==> config.mk <==
export PLATFORM = sky130hd
export DESIGN_NAME = seq101_frame_scanner
export DESIGN_NICKNAME = d
export VERILOG_FILES = /design/src/rtl/seq101_frame_scanner.sv
export SDC_FILE = /design/constraint.sdc
export NUM_CORES = 1
export LEC_CHECK = 0
export CORE_ASPECT_RATIO = 1.25
export CORE_MARGIN = 3
export CORE_UTILIZATION = 45
export DETAILED_ROUTE_END_ITERATION = 6
export GPL_TIMING_DRIVEN = 0
export MAX_ROUTING_LAYER = met4
export PLACE_DENSITY = 0.79
export SYNTH_ARGS = -nofsm -noshare
export SYNTH_HDL_FRONTEND = slang
export SYNTH_SLANG_ARGS = --single-unit
==> constraint.sdc <==
create_clock -name clk -period 1.8 [get_ports clk]
set_input_delay 0.18 -clock clk [delete_from_list [all_inputs] [get_ports clk]]
set_output_delay 0.18 -clock clk [all_outputs]
set_load 0.05 [all_outputs]
==> src/rtl/seq101_frame_scanner.sv <==
// Framed word serialiser feeding an overlapping "101" Moore detector, with a per-frame saturating match count.
// Optional SEQ101_FRAME_RESYNC_EN: clears the detector on each result handshake so no pattern spans frames.
module seq101_frame_scanner #(
  parameter int W     = 8,
  parameter int CNT_W = 4
) (
  input  logic             clk,
  input  logic             clr,
  input  logic             in_valid,
  input  logic [W-1:0]     in_data,
  input  logic             in_last,
  output logic             in_ready,
  output logic             det_pulse,
  output logic             out_valid,
  output logic [CNT_W-1:0] out_count,
  input  logic             out_ready
);

  localparam int              BW       = (W > 1) ? $clog2(W) : 1;
  localparam logic [BW-1:0]   LAST_BIT = BW'(W - 1);
  localparam logic [CNT_W-1:0] CNT_MAX = '1;

  typedef enum logic [1:0] {IDLE, SHIFT, REPORT} ctl_t;
  typedef enum logic [1:0] {D0, D1, D2, D3} det_t;

  ctl_t             ctl_q, ctl_d;
  det_t             det_q, det_d, det_step;
  logic [W-1:0]     sreg_q, sreg_d;
  logic             last_q, last_d;
  logic [BW-1:0]    bit_q, bit_d;
  logic [CNT_W-1:0] cnt_q, cnt_d;
  logic             pulse_q;
  logic             match;

  function automatic det_t det_next(input det_t s, input logic x);
    det_t n;
    case (s)
      D0:      n = x ? D1 : D0;
      D1:      n = x ? D1 : D2;
      D2:      n = x ? D3 : D0;
      D3:      n = x ? D1 : D2;
      default: n = D0;
    endcase
    return n;
  endfunction

  function automatic logic [CNT_W-1:0] sat_inc(input logic [CNT_W-1:0] c);
    return (c == CNT_MAX) ? c : c + 1'b1;
  endfunction

  always_comb begin
    ctl_d    = ctl_q;
    det_d    = det_q;
    sreg_d   = sreg_q;
    last_d   = last_q;
    bit_d    = bit_q;
    cnt_d    = cnt_q;
    match    = 1'b0;
    det_step = det_next(det_q, sreg_q[W-1]);
    case (ctl_q)
      IDLE: begin
        if (in_valid) begin
          ctl_d  = SHIFT;
          sreg_d = in_data;
          last_d = in_last;
          bit_d  = '0;
        end
      end
      SHIFT: begin
        det_d  = det_step;
        match  = (det_step == D3);
        if (match) cnt_d = sat_inc(cnt_q);
        sreg_d = {sreg_q[W-2:0], 1'b0};
        bit_d  = bit_q + 1'b1;
        if (bit_q == LAST_BIT) ctl_d = last_q ? REPORT : IDLE;
      end
      REPORT: begin
        if (out_ready) begin
          ctl_d = IDLE;
          cnt_d = '0;
`ifdef SEQ101_FRAME_RESYNC_EN
          det_d = D0;
`endif
        end
      end
      default: ctl_d = IDLE;
    endcase
  end

  // control state: async clear discards any partial frame
  always_ff @(posedge clk or negedge clr) begin
    if (!clr) begin
      ctl_q   <= IDLE;
      det_q   <= D0;
      last_q  <= 1'b0;
      bit_q   <= '0;
      cnt_q   <= '0;
      pulse_q <= 1'b0;
    end else begin
      ctl_q   <= ctl_d;
      det_q   <= det_d;
      last_q  <= last_d;
      bit_q   <= bit_d;
      cnt_q   <= cnt_d;
      pulse_q <= match;
    end
  end

  always_ff @(posedge clk) begin
    sreg_q <= sreg_d;
  end

  assign in_ready  = (ctl_q == IDLE);
  assign out_valid = (ctl_q == REPORT);
  assign out_count = cnt_q;
  assign det_pulse = pulse_q;

endmodule

---- Word level (Yosys, flattened, before mapping) ----
Index checks and enable logic that the tools add are counted.
word-level totals
  latch bits .............................. 0
  bits in writable memories ............... 0
  register bits after elaboration ......... 21
  memories kept ........................... 0
  ROM bits ................................ 0
  output and inout bits ................... 7
operators by class
  shift-type cells ........................ 0
  bitwise gates (word level) .............. 0
  divide/modulo/power cells ............... 0
  magnitude comparators ................... 0
  reductions and logical operators ........ 9
  multiplexer cells ....................... 18
  eq/ne operators ......................... 13
  $mul .................................... 0
  add/sub/neg operators ................... 2
operator list
  cell                                                                     number
  8-bit one-hot mux with 2 select lines                                    1
  2-bit 2-to-1 mux                                                         6
  4-bit 2-to-1 mux                                                         3
  2-bit one-hot mux with 3 select lines                                    2
  2-bit equality test, second input constant                               4
  8-bit 2-to-1 mux                                                         1
  2-bit inequality test, second input constant                             4
  4-bit one-hot mux with 2 select lines                                    1
  3-bit one-hot mux with 2 select lines                                    1
  4-bit by 1-bit adder with 4-bit output, second input constant            1
  2-bit by 1-bit equality test with 1-bit output, second input constant    2
  4-bit equality test, second input constant                               1
  2-bit zero test                                                          2
  2-bit AND reduction                                                      2
  4-bit AND reduction                                                      1
  2-bit nonzero test                                                       2
  3-bit by 1-bit adder with 3-bit output, second input constant            1
  3-bit equality test, second input constant                               1
  3-bit 2-to-1 mux                                                         1
  3-bit AND reduction                                                      1
  1-bit 2-to-1 mux                                                         2
  2-bit by 1-bit inequality test with 1-bit output, second input constant  1
  2-bit OR reduction                                                       1

---- Logic depth before layout (Yosys ltp) ----
  depth in word-level cells ............... 6
  depth in mapped cells ................... 5
  gate-level depth less buffers ........... 5

---- Worst setup path before layout ----
Ideal clock, no wire load.
  path type ............................... register -> register
  start ................................... register ctl_q[0]
  end ..................................... register last_q
  cell stages (with the launch flop) ...... 5
  path buffers ............................ 1
  slack ................................... 0.018 ns
  clock period less this slack ............ 1.782 ns
  required time ........................... 1.673 ns
  data arrival time ....................... 1.654 ns
  path through ............................ dfrtp_1 > buf_2 > nor2_1 > nand2_1 > mux2_1
between the ends
  word-level cells in the longest chain between the ends .. 2
RTL lines
  item                           RTL line  source
  start, declared                26        ctl_t ctl_q, ctl_d;
  start signal, assigned         100       ctl_q <= ctl_d;
  2-bit zero test                --
  net in_ready                   12        output logic in_ready,
  2-bit AND reduction (no line)  --
  end signal, assigned           102       last_q <= last_d;
  end, declared                  29        logic last_q, last_d;
The timed path passes the listed nets, and every way through them passes these cells.
A chain may end at the register's enable or synchronous reset.

---- Final worst setup path ----
  start ................................... register cnt_q[3], in the netlist out_count[3]
  end ..................................... output out_count[3]
RTL lines
  item                    RTL line  source
  start, declared         31        logic [CNT_W-1:0] cnt_q, cnt_d;
  start signal, assigned  104       cnt_q <= cnt_d;
  end, declared           15        output logic [CNT_W-1:0] out_count,
No word-level cell between the ends.

==> reports/results.txt <==
DR DRC count - 0
Dominant cells by area after synthesis - dfrtp_1, edfxtp_1, nand2_1
Asr flop ratio synth - 61.9%
Die area - 2830 sq um
Arr. time, crit path - 1.55 ns
CP cell instances - clkdlybuf4s50_1
Initial Util - 48.8%
DP HPWL - 1.32 mm
Nets - 133
Placer Congestion - 0.747
Antenna-violating nets left - 0
Synth unique cells - 25
WL met3 - 77 um
Initial DRC Count - 7
Vias in the first global route - 707
Top Family by Delay on Critical Path - buffers and inverters
Period utilisation layout - 95.9%
RSZ-0062 raised after global routing - no
I/O Pins - 20
Setup WS post-layout - 0.0733 ns
Via/cell ratio - 4.77
Drt first pass iters - 4
Post-CTS Hold Buffers - 0
I/O Buffers - 19
Chip height - 58.7 um
Fin. max-slew vios - 0
Top sig layer - met4
PwrDens - 1550 nW/um^2
CP Capture Type - output pin
Hold Violations, Final - 0
# Post-CTS Setup Buffers - 0
Max FO, Critical Path - 5
Global-route wire length before repair - 2.97 mm
Reported max-cap violation count - 0
FMAX - 579 MHz
Commonest non-fill, non-tap cell in the layout - nand2_1
Syn Std Cell Area - 1000 sq um
Min Tclk post-route - 1.73 ns
Startpoint types - register
Gate Count Post-Synth - 93
CP max stage delay - 0.83 ns
Dpl cells - 142
Sequential area share after synthesis - 56.6%
Place WS - 0.130 ns
Antenna violations before repair - 0
Critical path class - register to output pin
Root Buffer - clkbuf_4
Final Util - 60.8%
Syn. warnings - 0
Clock sinks - 21
Final std cells w/o fill - 146
Wirelength per Cell - 11.8 um
Diode count - 0
Final setup violation count - 0
Reg2Reg Setup Slack - 0.37 ns
Max VDD drop - 941 uV
Rel. slew slack - 60.9%
Status - finished, final reports clean
Metal2 WL - 839 um
Cell row count - 18
Clk Latency, worst-skew pair - 0.29 ns
Num CTS Buffers - 3
DRT met1 WL - 786 um
Clock Pin Slew Worst Setup and Hold Paths - 0.11 ns
Yosys reg bits - 21
Final Skew - 0.00355 ns
Slew at the pin closest to its max-slew limit - 0.584 ns
Fraction of layout cells with a size suffix above 1 - 9.48%
CTS tree - yes
Area leader, netlist - dfrtp_1
Slowest stage cell, crit path - clkdlybuf4s50_1
H-tree levels - 1
Hold Crit Class - input port to async pin
CP required - 1.62 ns
Syn Nets - 109
Bufs on Longest Clock Path - 2
Share of the synthesized area in the top cell type - 32.5%
Syn Area/Cell - 10.7 sq um
Worst Path Buf+Inv - 1
Floorplan core area - 2050 sq um
Hold Slack - 0.251 ns
Post-synth EDFFs - 8
Via count - 696
Largest net degree at the start of global routing - 14
Main synth FF type - dfrtp_1
Die width - 48.2 um
Total Wirelength - 1.72 mm
Gr usage total - 14.9%
Post-Route Setup TNS - 0 ns
Area delta synth->final - 24.7%
Most frequent cells in the layout - nand2_1, clkdlybuf4s50_1, dfrtp_1
GRT overflow - 0
Leak Pwr - 0.000568 uW
metrics by stage:
stage / total power (uW) / cell area (sq um)
finish: 1930 / 1250
global route: 2090 / 1250
CTS: 1960 / 1250
detailed placement: 1760 / 1230
global placement: 1720 / 1230
floorplan: 1490 / 1000
area by class of cell:
class	count	area, sq um
multi-input combinational	65	404
tap	30	37.5
inverter	4	15.0
clock buffer	4	26.3
fill	176	803
sequential	21	566
timing repair buffer	19	183
buffer	3	15.0
final timing paths:
| kind | from | endpoint | depth (start not counted) |
|---|---|---|---|
| max | out_count[3]$_DFFE_PN0P_ | out_count[3] | 1 |
| min | clr | out_count[0]$_DFFE_PN0P_ | 1 |
| max reg2reg | out_count[0]$_DFFE_PN0P_ | out_count[2]$_DFFE_PN0P_ | 4 |
| min reg2reg | bit_q[0]$_DFFE_PN0P_ | bit_q[0]$_DFFE_PN0P_ | 1 |
| max in group asynchronous | clr | ctl_q[1]$_DFFE_PN0P_ | 1 |
| min in group clk | in_last | last_q$_DFFE_PN0P_ | 2 |
where the power goes:
group / switching, uW / internal [uW] / leakage [uW]
Combinational: 493 / 337 / 0.000302
Clock: 128 / 86.0 / 0.0000150
Sequential: 141 / 743 / 0.000251
Total: 762 / 1170 / 0.000568
routing by layer:
layer | track usage [%] | vias to the layer above
met5 | - | -
met4 | 6.92 | 0
met3 | 2.75 | 2
met2 | 23.1 | 11
met1 | 18.1 | 322
li1 | - | 361
cell families after synthesis:
family          Yosys count  synth area share (%)
mux                       5                  5.13
compound gates           11                  9.14
simple gates             46                  22.4
flops                    21                  56.6
buf+inv                   7                  3.00
fa+ha+maj                 3                  3.76
state kept, by name (all words and copies together), names as in the netlist:
| register | count |
|---|---|
| bit_q | 3 |
| ctl_q | 2 |
| det_pulse | 1 |
| det_q | 2 |
| last_q | 1 |
| out_count | 4 |
| sreg_q | 8 |
cells in the mapped netlist, types with 2 or more instances:
| cell type | instances |
|---|---|
| mux2i_1 | 4 |
| a21boi_0 | 2 |
| ha_1 | 3 |
| dfrtp_1 | 13 |
| nor2b_1 | 3 |
| inv_1 | 4 |
| o21ai_1 | 3 |
| nor2_1 | 4 |
| nand2b_1 | 2 |
| buf_2 | 3 |
| nand2_1 | 30 |
| edfxtp_1 | 8 |
| a22o_1 | 2 |
timing repair:
action / CTS / global route
gates resized for setup: 3 / 2
endpoints found under the setup margin: 3 / 1
endpoints found under the hold margin: 0 / 0
No activity file was read; power rests on OpenSTA's default activity.
